File: config.mk
export PLATFORM = sky130hd
export DESIGN_NAME = sort_feeder
export DESIGN_NICKNAME = d
export VERILOG_FILES = /design/src/rtl/sort_pkg.sv /design/src/rtl/sort_feeder_buf.sv /design/src/rtl/sort_feeder.sv
export SDC_FILE = /design/constraint.sdc
export NUM_CORES = 1
export LEC_CHECK = 0
export BUFFER_PORTS_ARGS = -buffer_cell sky130_fd_sc_hd__buf_2
export CORE_MARGIN = 8
export CORE_UTILIZATION = 55
export DETAILED_ROUTE_END_ITERATION = 6
export HOLD_SLACK_MARGIN = 0.12
export PLACE_DENSITY = 0.69
export SLEW_MARGIN = 25
export SYNTH_ARGS = -nofsm -noshare
export SYNTH_HDL_FRONTEND = slang
export SYNTH_SLANG_ARGS = --single-unit
File: constraint.sdc
create_clock -name clk_i -period 5.3 [get_ports clk_i]
set_input_delay 0.265 -clock clk_i [delete_from_list [all_inputs] [get_ports clk_i]]
set_output_delay 0.265 -clock clk_i [all_outputs]
set_load 0.01 [all_outputs]
File: src/rtl/sort_pkg.sv
// rtl/sort_pkg.sv - shared types and constants for the sort feeder.
package sort_pkg;

    typedef enum logic [2:0] {IDLE, FILL, DROP, WAIT, SEND, GAP} state_t;

    function automatic int max_len(input int awidth);
        return 1 << awidth;
    endfunction

    localparam int DEF_AWIDTH = 3;
    localparam int MAX_LEN    = max_len(DEF_AWIDTH);
    localparam int STATS_W    = 16;

endpackage

File: src/rtl/sort_feeder_buf.sv
// rtl/sort_feeder_buf.sv - simple dual-port packet buffer, synchronous read.
module sort_feeder_buf
    import sort_pkg::*;
#(
    parameter int AWIDTH = 3,
    parameter int DWIDTH = 8
) (
    input  logic              clk,
    input  logic              wr_en,
    input  logic [AWIDTH-1:0] wr_addr,
    input  logic [DWIDTH-1:0] wr_data,
    input  logic [AWIDTH-1:0] rd_addr,
    output logic [DWIDTH-1:0] rd_data
);

    logic [DWIDTH-1:0] mem [max_len(AWIDTH)];

    always_ff @(posedge clk) begin
        if (wr_en) begin
            mem[wr_addr] <= wr_data;
        end
        rd_data <= mem[rd_addr];
    end

endmodule

File: src/rtl/sort_feeder.sv
// rtl/sort_feeder.sv - buffers one packet and replays it to the sorter as a sop/val/eop burst.
// Optional SORT_FEEDER_STATS_EN adds saturating packet and truncation counters.
module sort_feeder
    import sort_pkg::*;
#(
    parameter int AWIDTH = 3,
    parameter int DWIDTH = 8
) (
    input  logic              clk_i,
    input  logic              srst_i,
    input  logic [DWIDTH-1:0] data_i,
    input  logic              last_i,
    input  logic              valid_i,
    output logic              ready_o,
    input  logic              busy_i,
    output logic [DWIDTH-1:0] data_o,
    output logic              sop_o,
    output logic              eop_o,
    output logic              val_o,
    output logic              trunc_o
`ifdef SORT_FEEDER_STATS_EN
    ,
    output logic [STATS_W-1:0] pkt_cnt_o,
    output logic [STATS_W-1:0] trunc_cnt_o
`endif
);

    localparam logic [AWIDTH:0] MAX_CNT = (AWIDTH+1)'(max_len(AWIDTH));

    state_t            state;
    logic [AWIDTH:0]   wr_cnt;
    logic [AWIDTH:0]   rd_cnt;
    logic [AWIDTH:0]   len;
    logic              iss_v;
    logic              iss_sop;
    logic              iss_eop;
    logic              accept;
    logic              wr_en;
    logic [DWIDTH-1:0] rd_data;

    assign accept = valid_i && ready_o;
    assign wr_en  = accept && (state == IDLE || state == FILL);

    sort_feeder_buf #(
        .AWIDTH(AWIDTH),
        .DWIDTH(DWIDTH)
    ) u_buf (
        .clk     (clk_i),
        .wr_en   (wr_en),
        .wr_addr (wr_cnt[AWIDTH-1:0]),
        .wr_data (data_i),
        .rd_addr (rd_cnt[AWIDTH-1:0]),
        .rd_data (rd_data)
    );

    always_ff @(posedge clk_i or posedge srst_i) begin
        if (srst_i) begin
            state   <= IDLE;
            wr_cnt  <= '0;
            rd_cnt  <= '0;
            len     <= '0;
            ready_o <= 1'b1;
            iss_v   <= 1'b0;
            iss_sop <= 1'b0;
            iss_eop <= 1'b0;
            val_o   <= 1'b0;
            sop_o   <= 1'b0;
            eop_o   <= 1'b0;
            trunc_o <= 1'b0;
            data_o  <= '0;
        end else begin
            trunc_o <= 1'b0;
            case (state)
                IDLE, FILL: begin
                    if (accept) begin
                        if (last_i) begin
                            state   <= WAIT;
                            len     <= wr_cnt + 1'b1;
                            wr_cnt  <= '0;
                            ready_o <= 1'b0;
                        end else if (wr_cnt == MAX_CNT - 1'b1) begin
                            state   <= DROP;
                            len     <= MAX_CNT;
                            wr_cnt  <= '0;
                            trunc_o <= 1'b1;
                        end else begin
                            state  <= FILL;
                            wr_cnt <= wr_cnt + 1'b1;
                        end
                    end
                end
                DROP: begin
                    if (accept && last_i) begin
                        state   <= WAIT;
                        ready_o <= 1'b0;
                    end
                end
                WAIT: begin
                    if (!busy_i) begin
                        state  <= SEND;
                        rd_cnt <= '0;
                    end
                end
                SEND: begin
                    // Issue stage runs one cycle ahead of the output stage to cover the RAM read latency.
                    if (rd_cnt != len) begin
                        iss_v   <= 1'b1;
                        iss_sop <= (rd_cnt == '0);
                        iss_eop <= (rd_cnt == len - 1'b1);
                        rd_cnt  <= rd_cnt + 1'b1;
                    end else begin
                        iss_v   <= 1'b0;
                        iss_sop <= 1'b0;
                        iss_eop <= 1'b0;
                    end
                    val_o  <= iss_v;
                    sop_o  <= iss_sop;
                    eop_o  <= iss_eop;
                    data_o <= iss_v ? rd_data : '0;
                    if (eop_o) begin
                        state  <= GAP;
                        val_o  <= 1'b0;
                        sop_o  <= 1'b0;
                        eop_o  <= 1'b0;
                        data_o <= '0;
                    end
                end
                GAP: begin
                    state   <= FILL;
                    ready_o <= 1'b1;
                end
                default: begin
                    state   <= IDLE;
                    ready_o <= 1'b1;
                end
            endcase
        end
    end

`ifdef SORT_FEEDER_STATS_EN
    always_ff @(posedge clk_i or posedge srst_i) begin
        if (srst_i) begin
            pkt_cnt_o   <= '0;
            trunc_cnt_o <= '0;
        end else begin
            if (state == SEND && eop_o && pkt_cnt_o != '1) begin
                pkt_cnt_o <= pkt_cnt_o + 1'b1;
            end
            if (trunc_o && trunc_cnt_o != '1) begin
                trunc_cnt_o <= trunc_cnt_o + 1'b1;
            end
        end
    end
`endif

endmodule

==> results of run 1 <==
final cells by class:
cell class                 count  area (um2)
clock buffer                  13         170
multi-input combinational    149        1200
timing repair buffer          28         150
sequential                   103        2860
inverter                       7        26.3
clock inverter                 3        40.0
fill                         570        2720
tap                           99         124
sequential cells by signal, summed over array words and instances (netlist names):
signal and cells:
u_buf.mem 64, data_o 8, u_buf.rd_data 8, len 4
rd_cnt 4, wr_cnt 4, state 3, eop_o 1
iss_eop 1, iss_sop 1, iss_v 1, ready_o 1
sop_o 1, trunc_o 1, val_o 1
routing by layer:
layer	share of wire, %	wire [um]	vias up
li1	-	-	1061
met1	44	3170	1078
met2	48	3470	49
met3	4.3	305	15
met4	3.0	218	0
met5	0	0	-
kinds of logic (layout without fill, tap and decap cells):
| family | Yosys count | after routing | synth area share [%] |
|---|---|---|---|
| and+or+nand+nor | 73 | 73 | 8.14 |
| muxes | 26 | 26 | 11.4 |
| adders and majority gates | 4 | 4 | 1.21 |
| xor gates and xnor gates | 9 | 9 | 1.90 |
| DFF | 103 | 103 | 68.9 |
| AOI/OAI and AO/OA | 37 | 37 | 6.06 |
| buffers and inverters | 21 | 51 | 2.38 |
cell usage after synthesis, types with 2 or more instances:
library cell / n / area, um2
a32o_1: 2 / 20.0
ha_1: 4 / 50.1
nor2b_1: 3 / 18.8
buf_6: 2 / 22.5
buf_1: 4 / 15.0
edfxtp_1: 64 / 1920
o21ai_0: 18 / 90.1
or4_1: 2 / 15.0
nor2_1: 10 / 37.5
nand2_1: 35 / 131
dfxtp_1: 8 / 160
xnor2_1: 8 / 70.1
mux4_2: 16 / 360
nand3_1: 6 / 30.0
mux2_2: 9 / 101
a21oi_1: 2 / 10.0
clkbuf_1: 6 / 22.5
o22a_1: 2 / 17.5
nor3_1: 5 / 25.0
o2bb2ai_1: 2 / 17.5
dfrtp_1: 30 / 751
inv_1: 7 / 26.3
a21o_1: 2 / 15.0
or3_1: 2 / 12.5
o22ai_1: 2 / 12.5
nand2b_1: 8 / 50.1
power breakdown:
group / total, mW / switching (mW) / internal (mW)
Combinational: 0.555 / 0.251 / 0.304
Clock: 0.505 / 0.246 / 0.259
Sequential: 1.12 / 0.150 / 0.971
Total: 2.18 / 0.647 / 1.53
through the flow:
step / total power [mW] / util [%] / cell area (um2) / instances / hold WS [ns]
2_1_floorplan: 1.56 / - / 4150 / 273 / 0.364
3_3_place_gp: 1.69 / 59.5 / 4340 / 385 / 0.362
3_5_place_dp: 1.70 / 59.5 / 4340 / 385 / 0.361
4_1_cts: 2.20 / 62.5 / 4560 / 402 / 0.173
5_1_grt: 2.31 / 62.7 / 4570 / 402 / 0.174
6_report: 2.18 / 62.7 / 4570 / 402 / 0.192
worst max path at each step:
stage | startpoint | endpoint | cells after the start
floorplan | ready_o | u_buf.mem[0][0] | 4
global placement | ready_o | u_buf.mem[0][2] | 4
detailed placement | ready_o | u_buf.mem[0][3] | 4
CTS | ready_o | u_buf.mem[0][2] | 4
global route | ready_o | u_buf.mem[1][1] | 4
finish | ready_o | u_buf.mem[1][1] | 4
what timing repair did:
item,CTS,global route
endpoints found under the hold margin,30,0
hold buffers,1,0
setup buffers,0,0
critical path, stage by stage (launching register included):
cell	delay [ns]
dfstp_2	0.56
nand2_1	0.09
nor3_1	0.53
nand2b_1	0.25
nor2_1	0.68
==> results.md, run 1 <==
- Core ar.: around 7300 um2
- Post-Syn Nets: a little under 300
- Gp weighted congestion: between 0.7 and 0.8
- Area grow syn2layout: 10.2%
- Worst skew pair latency: about 0.35 ns
- RSZ-0062 raised after global routing: false
- CP arrival: around 2.5 ns
- VDD IR max: 0.197 mV
- Htree depth: 3
- Number of vias per cell: ~5.5
- I/O pin cnt: 26
- Die footprint: 10600 um2
- Dpl ws: 2.57 ns
- Most frequent cells in the layout: edfxtp_1, nand2_1, dfrtp_1
- R2R Path End: u_buf.mem[1][1]
- PwrDens: roughly 480 nW/um2
- WHS Path Cells: 1
- IO buf count: 25
- DR pass1 iterations: 4
- Final Max Slew Viols: 0
- Busiest grt layer: met2
- Clock Sinks: ~100
- Rel. slew slack: around a third
- Met3 usage: 3.17%
- Drt first-iter violations: between 100 and 150
- Synthesized area: slightly above 4000 um2
- Crit start category: register
- Final period util: a little under half
- Via Count: around 2200
- Ant diodes: 0
- Final min period: 2.47 ns
- All-Layer GR Usage: 15.2%
- Async S/R FF share, synth: 30.1%
- Routed WL per cell: around 18 um
- Share of cells above drive strength 1: 23.1%
- # DRC: 0
- TritonCTS clock tree: yes
- Inserted Clock Buffers: 9
- Vias in the first global route: roughly 2200
- LEAKAGE: 1.72 nW
- First-pass GRT wire length: roughly 12000 um
- Post_cts resized: 0
- Post-synth EDFFs: 64
- Worst-Margin Slew: 0.971 ns
- FMAX: 404 MHz
- Reg-to-reg startpoint: ready_o
- Die width: between 100 and 150 um
- Clk buf depth: 2
- CTS root buffer: clkbuf_8
- Critical Path Fanout Max: 8
- Routed WL: 7170 um
- Most common cell after layout, fill and taps aside: edfxtp_1
- GR Overflow Total: 0
- Reg2reg path depth: 4
- Worst hold path type: input pin to register
- Row count: 31
- DRT antenna net count: 0
- Hold endpoint: u_buf.mem[6][7]
- Cells after Synth: 273
- Die H: 103 um
- Initial antenna violation count: 0
- Clock transition at the registers of the reported paths: approximately 0.090 ns
- Setup TNS: 0 ns
- Ys flop type: edfxtp_1
- Post-DP HPWL: 4920 um
- Initial Util: between 50% and 60%
- Hold violation count in the final report: 0
- CP Capture Type: register
- Worst reg-to-reg setup slack: ~2.8 ns
- Max Cap Viol: 0
- Data required, critical path: roughly 5.3 ns
- Skew final: 0.00738 ns
- Synth Warn #: 0
- Critical path type: register to register
- Register area share after synthesis: between 60% and 70%
- Met1 Usage GRT: 18.7%
- Final setup fails: 0
- Outcome: finished, final reports clean
- Post-layout nets: ~320
- Largest net degree at the start of global routing: 32
- Global Route met2 Usage: about 25%
- Hold Startpoint: data_i[7]
- Netlist cell types: 40
- Avg Cell Area, Syn: around 15 um2
- FF+latch count, synth: around 100
- Setup WS post-layout: 2.83 ns
(Power assumes the default switching activity.)
==> inputs of run 2 (changes only) <==
CORE_UTILIZATION = 54   (was 55)
PLACE_DENSITY = 0.71   (was 0.69)
clock period = 2 ns   (was 5.3 ns; I/O delays follow)
==> run 2 against run 1 <==
  * Sequential share of layout area shrank 3.0 points
  * Clock-buffer cell count shrank 2
  * First-iteration DRC count shrank 7.4%
  * Final cell count grew 7.0%
  * Combinational power grew to 3.2 times the previous value
  * Largest cell class unchanged
==> results.md, run 2 (synthesis gave the netlist of run 1 again) <==
- Met2 WL: 3450 um (was 3470 um)
- Initial antenna violation count: 0 (unchanged)
- Postcts setup bufs: 0 (unchanged)
- Core ar.: 7570 um2 (was 7290 um2)
- Reg2reg path depth: 4 (unchanged)
- Number of vias per cell: 5.39 (was 5.48)
- Biggest regs: u_buf.mem x64, data_o x8, u_buf.rd_data x8 (unchanged)
- Die H: 104 um (was 103 um)
- Placed insts: 403 (was 385)
- Slowest library cell on the worst path: dfrtp_1 (was nor2_1)
- Most frequent cells in the layout: edfxtp_1, nand2_1, dfrtp_1 (unchanged)
- WP buf/inv: 0 (unchanged)
- Fin cells: 430 (was 402)
- Routed wl met3: 348 um (was 305 um)
- Area occupied by multi-input gates: 1210 um2 (was 1200 um2)
- Top sig layer: met4 (unchanged)
- Via Count: 2316 (was 2203)
- Critical path type: register to register (unchanged)
- Hold violation count in the final report: 0 (unchanged)
- Switch share: 30.7% (was 29.7%)
- PwrDens: 1220 nW/um2 (was 477 nW/um2)
- Crit start category: register (unchanged)
- VDD IR max: 0.665 mV (was 0.197 mV)
- Ant diodes: 0 (unchanged)
- I/O pin cnt: 26 (unchanged)
- CTS root buffer: clkbuf_8 (unchanged)
- FMAX: 536 MHz (was 404 MHz)
- WHS Path Cells: 4 (was 1)
- IO buf count: 25 (unchanged)
- All-Layer GR Usage: 14.4% (was 15.2%)
- Clk buf depth: 2 (unchanged)
- Final setup fails: 0 (unchanged)
- Drt first-iter violations: 112 (was 121)
- Routed WL per cell: 16.8 um (was 17.8 um)
- Initial Util: 54.8% (was 56.9%)
- LEAKAGE: 1.84 nW (was 1.72 nW)
- Row count: 32 (was 31)
- TritonCTS clock tree: yes (unchanged)
- Worst path cell trace: or3b_1, a41o_4, or3_1, a21boi_1 (was nand2_1, nor3_1, nand2b_1, nor2_1)
- Final Max Slew Viols: 0 (unchanged)
- DRT antenna net count: 0 (unchanged)
- Htree depth: 3 (unchanged)
- Most common cell after layout, fill and taps aside: edfxtp_1 (unchanged)
- Post-DP HPWL: 4850 um (was 4920 um)
- Clk pwr share: 21.7% (was 23.2%)
- Clock transition at the registers of the reported paths: 0.10 ns (was 0.09 ns)
- Die width: 104 um (was 103 um)
- Number of flip-flops in the largest register: 64 (unchanged)
- Met1 wire length: 3330 um (was 3170 um)
- DR pass1 iterations: 4 (unchanged)
- Skew final: 0.0141 ns (was 0.00738 ns)
- Rel. slew slack: 60.0% (was 35.3%)
- Worst hold path type: input pin to register (unchanged)
- Die footprint: 10700 um2 (was 10600 um2)
- Sequential power share: 48.0% (was 51.4%)
- Final period util: 93.3% (was 46.7%)
- Worst skew pair latency: 0.36 ns (was 0.35 ns)
- RSZ-0062 raised after global routing: false (unchanged)
- Part of the power in combinational logic: 30.3% (was 25.4%)
- Int Power: 4.05 mW (was 1.53 mW)
- CP max stage delay: 0.50 ns (was 0.68 ns)
- Share of cells above drive strength 1: 26.8% (was 23.1%)
- Routed WL: 7250 um (was 7170 um)
- Critical Path Fanout Max: 9 (was 8)
- Outcome: finished, final reports clean (unchanged)
- FILL cells: 567 (was 570)
- Largest net degree at the start of global routing: 26 (was 32)
- Inserted Clock Buffers: 9 (unchanged)
- Sw power: 1.79 mW (was 0.647 mW)
- CP arrival: 2.14 ns (was 2.46 ns)
- Worst-Margin Slew: 0.599 ns (was 0.971 ns)
- Vias in the first global route: 2331 (was 2197)
- CP Capture Type: register (unchanged)
- Post-layout nets: 340 (was 315)
- First-pass GRT wire length: 12100 um (was 11500 um)
- FF+latch area: 2860 um2 (unchanged)
- Delay-heaviest family, CP: simple AND/OR/NAND/NOR gates (unchanged)
- Final min period: 1.87 ns (was 2.47 ns)
- Clock Sinks: 103 (unchanged)
- # DRC: 0 (unchanged)
- Data required, critical path: 2.28 ns (was 5.28 ns)
- Area grow syn2layout: 15.7% (was 10.2%)
- Setup TNS: 0 ns (unchanged)
- Largest Register: u_buf.mem (unchanged)
- Gp weighted congestion: 0.784 (was 0.736)
- GR Overflow Total: 0 (unchanged)
- Max Cap Viol: 0 (unchanged)
- Crit path depth: 4 (unchanged)
## run 2: worst min-delay path, cell delays in order
cell and delay, ns:
buf_2 0.10, nand2_1 0.07, o21a_1 0.11, o22a_1 0.13
## run 2: cell type report
type	instances	area share, %
timing repair buffer	53	7.82
multi-input combinational	149	25.2
sequential	103	59.6
inverter	7	0.548
clock buffer	11	3.18
tap	102	2.66
clock inverter	5	0.965
## run 2: layer usage
metal,vias up,track usage [%]
met5,-,0
met4,0,6.19
met3,11,4.09
met2,58,22.3
met1,1133,18.5
li1,1114,-
## run 2: metrics by stage
| step | utilization, % | power (mW) | worst slack (ns) | cell area (um2) | hold WS, ns |
|---|---|---|---|---|---|
| 2_1_floorplan | - | 4.14 | 0.0975 | 4160 | 0.199 |
| 3_3_place_gp | 59.2 | 4.61 | 0.231 | 4480 | 0.165 |
| 3_5_place_dp | 59.2 | 4.63 | 0.154 | 4480 | 0.169 |
| 4_1_cts | 63.3 | 5.90 | 0.133 | 4790 | 0.173 |
| 5_1_grt | 63.4 | 6.22 | 0.0714 | 4800 | 0.199 |
| 6_report | 63.4 | 5.84 | 0.134 | 4800 | 0.181 |
## run 2: timing repair
item                                    4_1_cts  5_1_grt
hold buffers                                 11        0
endpoints found under the setup margin        0        1
resized for setup                             0        1
endpoints found under the hold margin        83        0
## run 2: path summary, 6_finish.rpt
| path | from | endpoint | slack (ns) |
|---|---|---|---|
| setup / recovery | state[2] | rd_cnt[3] | 0.13 |
| hold / removal | valid_i | ready_o | 0.18 |
| setup reg to reg | state[2] | rd_cnt[3] | 0.13 |
| hold reg to reg | u_buf.rd_data[7] | data_o[7] | 0.44 |
| max in group asynchronous | srst_i | rd_cnt[2] | 1.05 |
| min in group asynchronous | srst_i | state[2] | 0.31 |
## run 2: power by group through the flow
stage	clock network (mW)	logic, mW	registers, mW
finish	1.26	1.77	2.80
global route	1.38	1.99	2.85
CTS	1.29	1.80	2.80
detailed placement	0	1.78	2.85
global placement	0	1.76	2.84
floorplan	0	1.30	2.84
==> inputs of run 3 (changes only) <==
CORE_UTILIZATION = 55   (was 54)
PLACE_DENSITY = 0.69   (was 0.71)
clock period = 2.3 ns   (was 2 ns; I/O delays follow)
==> run 3 against run 2 <==
  * Wire length is 2.5% higher
  * Register-to-register slack improved by 0.30 ns
  * Power decreased by 14%
  * Clock power fell by 15%
  * Via count down 0.78%
  * Sequential power fell by 12%
  * Die area fell by 1.5%
  * First-iteration DRC count grew 11%
  * Critical path depth up 1
  * Sequential cell count unchanged
  * Largest cell class unchanged
  * Highest routed layer unchanged
==> results.md, run 3 (synthesis gave the netlist of run 1 again) <==
- Hold Startpoint: valid_i (unchanged)
- Post-DP HPWL: 5140 um (was 4850 um)
- Final core utilization: 65.0% (was 63.4%)
- Clock Sinks: 103 (unchanged)
- IO buf count: 25 (unchanged)
- Postcts setup bufs: 0 (unchanged)
- WHS Path Cells: 4 (unchanged)
- Initial antenna violation count: 0 (unchanged)
- FMAX: 537 MHz (was 536 MHz)
- Routed WL per cell: 17.4 um (was 16.8 um)
- First-pass GRT wire length: 11900 um (was 12100 um)
- TritonCTS clock tree: yes (unchanged)
- Sequential power share: 49.0% (was 48.0%)
- Post-layout nets: 339 (was 340)
- Worst reg-to-reg setup slack: 0.44 ns (was 0.13 ns)
- Rel. slew slack: 61.4% (was 60.0%)
- Ant diodes: 0 (unchanged)
- Part of the power in combinational logic: 29.7% (was 30.3%)
- Share of cells above drive strength 1: 25.7% (was 26.8%)
- Critical Path Fanout Max: 8 (was 9)
- Largest net degree at the start of global routing: 32 (was 26)
- CP arrival: 1.94 ns (was 2.14 ns)
- Skew final: 0.0136 ns (was 0.0141 ns)
- Outcome: finished, final reports clean (unchanged)
- Reg2reg path depth: 5 (was 4)
- Final Hold Slack: 0.199 ns (was 0.181 ns)
- VDD IR max: 0.557 mV (was 0.665 mV)
- R2R Path End: u_buf.mem[0][0] (was rd_cnt[3])
- DRT antenna net count: 0 (unchanged)
- Reg-to-reg startpoint: ready_o (was state[2])
- Row count: 31 (was 32)
- Dpl ws: 0.452 ns (was 0.154 ns)
- Max Cap Viol: 0 (unchanged)
- Die footprint: 10600 um2 (was 10700 um2)
- Worst-Margin Slew: 0.577 ns (was 0.599 ns)
- GR Overflow Total: 0 (unchanged)
- Int Power: 3.42 mW (was 4.05 mW)
- Final Max Slew Viols: 0 (unchanged)
- FILL cells: 558 (was 567)
- Hold violation count in the final report: 0 (unchanged)
- Vias in the first global route: 2395 (was 2331)
- Clk buf depth: 2 (unchanged)
- Largest Register: u_buf.mem (unchanged)
- Switch share: 31.8% (was 30.7%)
- # DRC: 0 (unchanged)
- Final min period: 1.86 ns (was 1.87 ns)
- Inserted Clock Buffers: 9 (unchanged)
- Hold endpoint: ready_o (unchanged)
- PwrDens: 1060 nW/um2 (was 1220 nW/um2)
- Via Count: 2298 (was 2316)
- Final setup fails: 0 (unchanged)
- Overall power: 5.01 mW (was 5.84 mW)
- Most common cell after layout, fill and taps aside: edfxtp_1 (unchanged)
- Gp weighted congestion: 0.769 (was 0.784)
- Worst hold path type: input pin to register (unchanged)
- Sw power: 1.60 mW (was 1.79 mW)
- CP Capture Type: register (unchanged)
- Htree depth: 3 (unchanged)
- Number of flip-flops in the largest register: 64 (unchanged)
- DR pass1 iterations: 6 (was 4)
- Die H: 103 um (was 104 um)
- CTS root buffer: clkbuf_8 (unchanged)
- Setup TNS: 0 ns (unchanged)
- Final period util: 80.9% (was 93.3%)
- Clk pwr share: 21.3% (was 21.7%)
- Setup WS post-layout: 0.439 ns (was 0.134 ns)
- Area grow syn2layout: 14.3% (was 15.7%)
- Routed WL: 7430 um (was 7250 um)
- Most frequent cells in the layout: edfxtp_1, nand2_1, dfrtp_1 (unchanged)
- Clock transition at the registers of the reported paths: 0.10 ns (about the same)
- Crit start category: register (unchanged)
- All-Layer GR Usage: 15.5% (was 14.4%)
- Initial Util: 56.9% (was 54.8%)
- Drt first-iter violations: 124 (was 112)
- RSZ-0062 raised after global routing: false (unchanged)
- Biggest regs: u_buf.mem x64, data_o x8, u_buf.rd_data x8 (unchanged)
- Worst skew pair latency: 0.37 ns (was 0.36 ns)
- Die width: 103 um (was 104 um)
- Critical path type: register to register (unchanged)
- Number of vias per cell: 5.39 (about the same)
- I/O pin cnt: 26 (unchanged)
- Core ar.: 7290 um2 (was 7570 um2)
- LEAKAGE: 1.81 nW (was 1.84 nW)
- Data required, critical path: 2.38 ns (was 2.28 ns)
run 3: timing repair:
item | CTS | global route
hold buffers | 11 | 0
resized for setup | 0 | 0
endpoints found under the hold margin | 99 | 0
run 3: routing by layer:
metal	track usage, %	vias to the layer above	share of wire (%)
li1	-	1109	-
met1	19.4	1127	45
met2	24.9	47	48
met3	3.65	15	4.4
met4	7.90	0	2.4
met5	0	-	0
run 3: how the worst max path moves through the flow:
stage,startpoint,end,slack (ns),cells past startpoint
3_3_place_gp,ready_o,u_buf.mem[0][0],0.49,5
2_1_floorplan,ready_o,u_buf.mem[0][0],0.03,4
3_5_place_dp,ready_o,u_buf.mem[0][2],0.45,5
5_1_grt,ready_o,u_buf.mem[4][6],0.24,5
4_1_cts,ready_o,u_buf.mem[0][6],0.43,5
6_report,ready_o,u_buf.mem[0][0],0.44,5
run 3: worst max-delay path: stages, from the launching register on:
cell      delay, ns
dfstp_2        0.57
nand2_1        0.11
nor3_1         0.34
nand2b_1       0.20
nor3_1         0.17
buf_4          0.20
run 3: per-stage QoR:
| step | area (um2) | std cells |
|---|---|---|
| final | 4740 | 426 |
| after global routing | 4740 | 426 |
| after CTS | 4740 | 426 |
| after detailed placement | 4440 | 399 |
| after global placement | 4440 | 399 |
| after floorplan | 4150 | 273 |
run 3: cell type report:
| cell class | count | area [um2] | area share [%] |
|---|---|---|---|
| Sequential cell | 103 | 2860 | 60.3 |
| Inverter | 7 | 26.3 | 0.554 |
| Tap cell | 99 | 124 | 2.61 |
| Clock inverter | 7 | 61.3 | 1.29 |
| Multi-Input combinational cell | 149 | 1190 | 25.1 |
| Timing Repair Buffer | 52 | 355 | 7.50 |
| Clock buffer | 9 | 124 | 2.61 |
run 3: power by group through the flow:
stage	clock network, mW	registers (mW)	logic [mW]
final	1.07	2.46	1.49
after floorplan	0	2.47	1.12
after detailed placement	0	2.50	1.49
after global routing	1.18	2.50	1.65
after CTS	1.10	2.46	1.51
after global placement	0	2.49	1.46
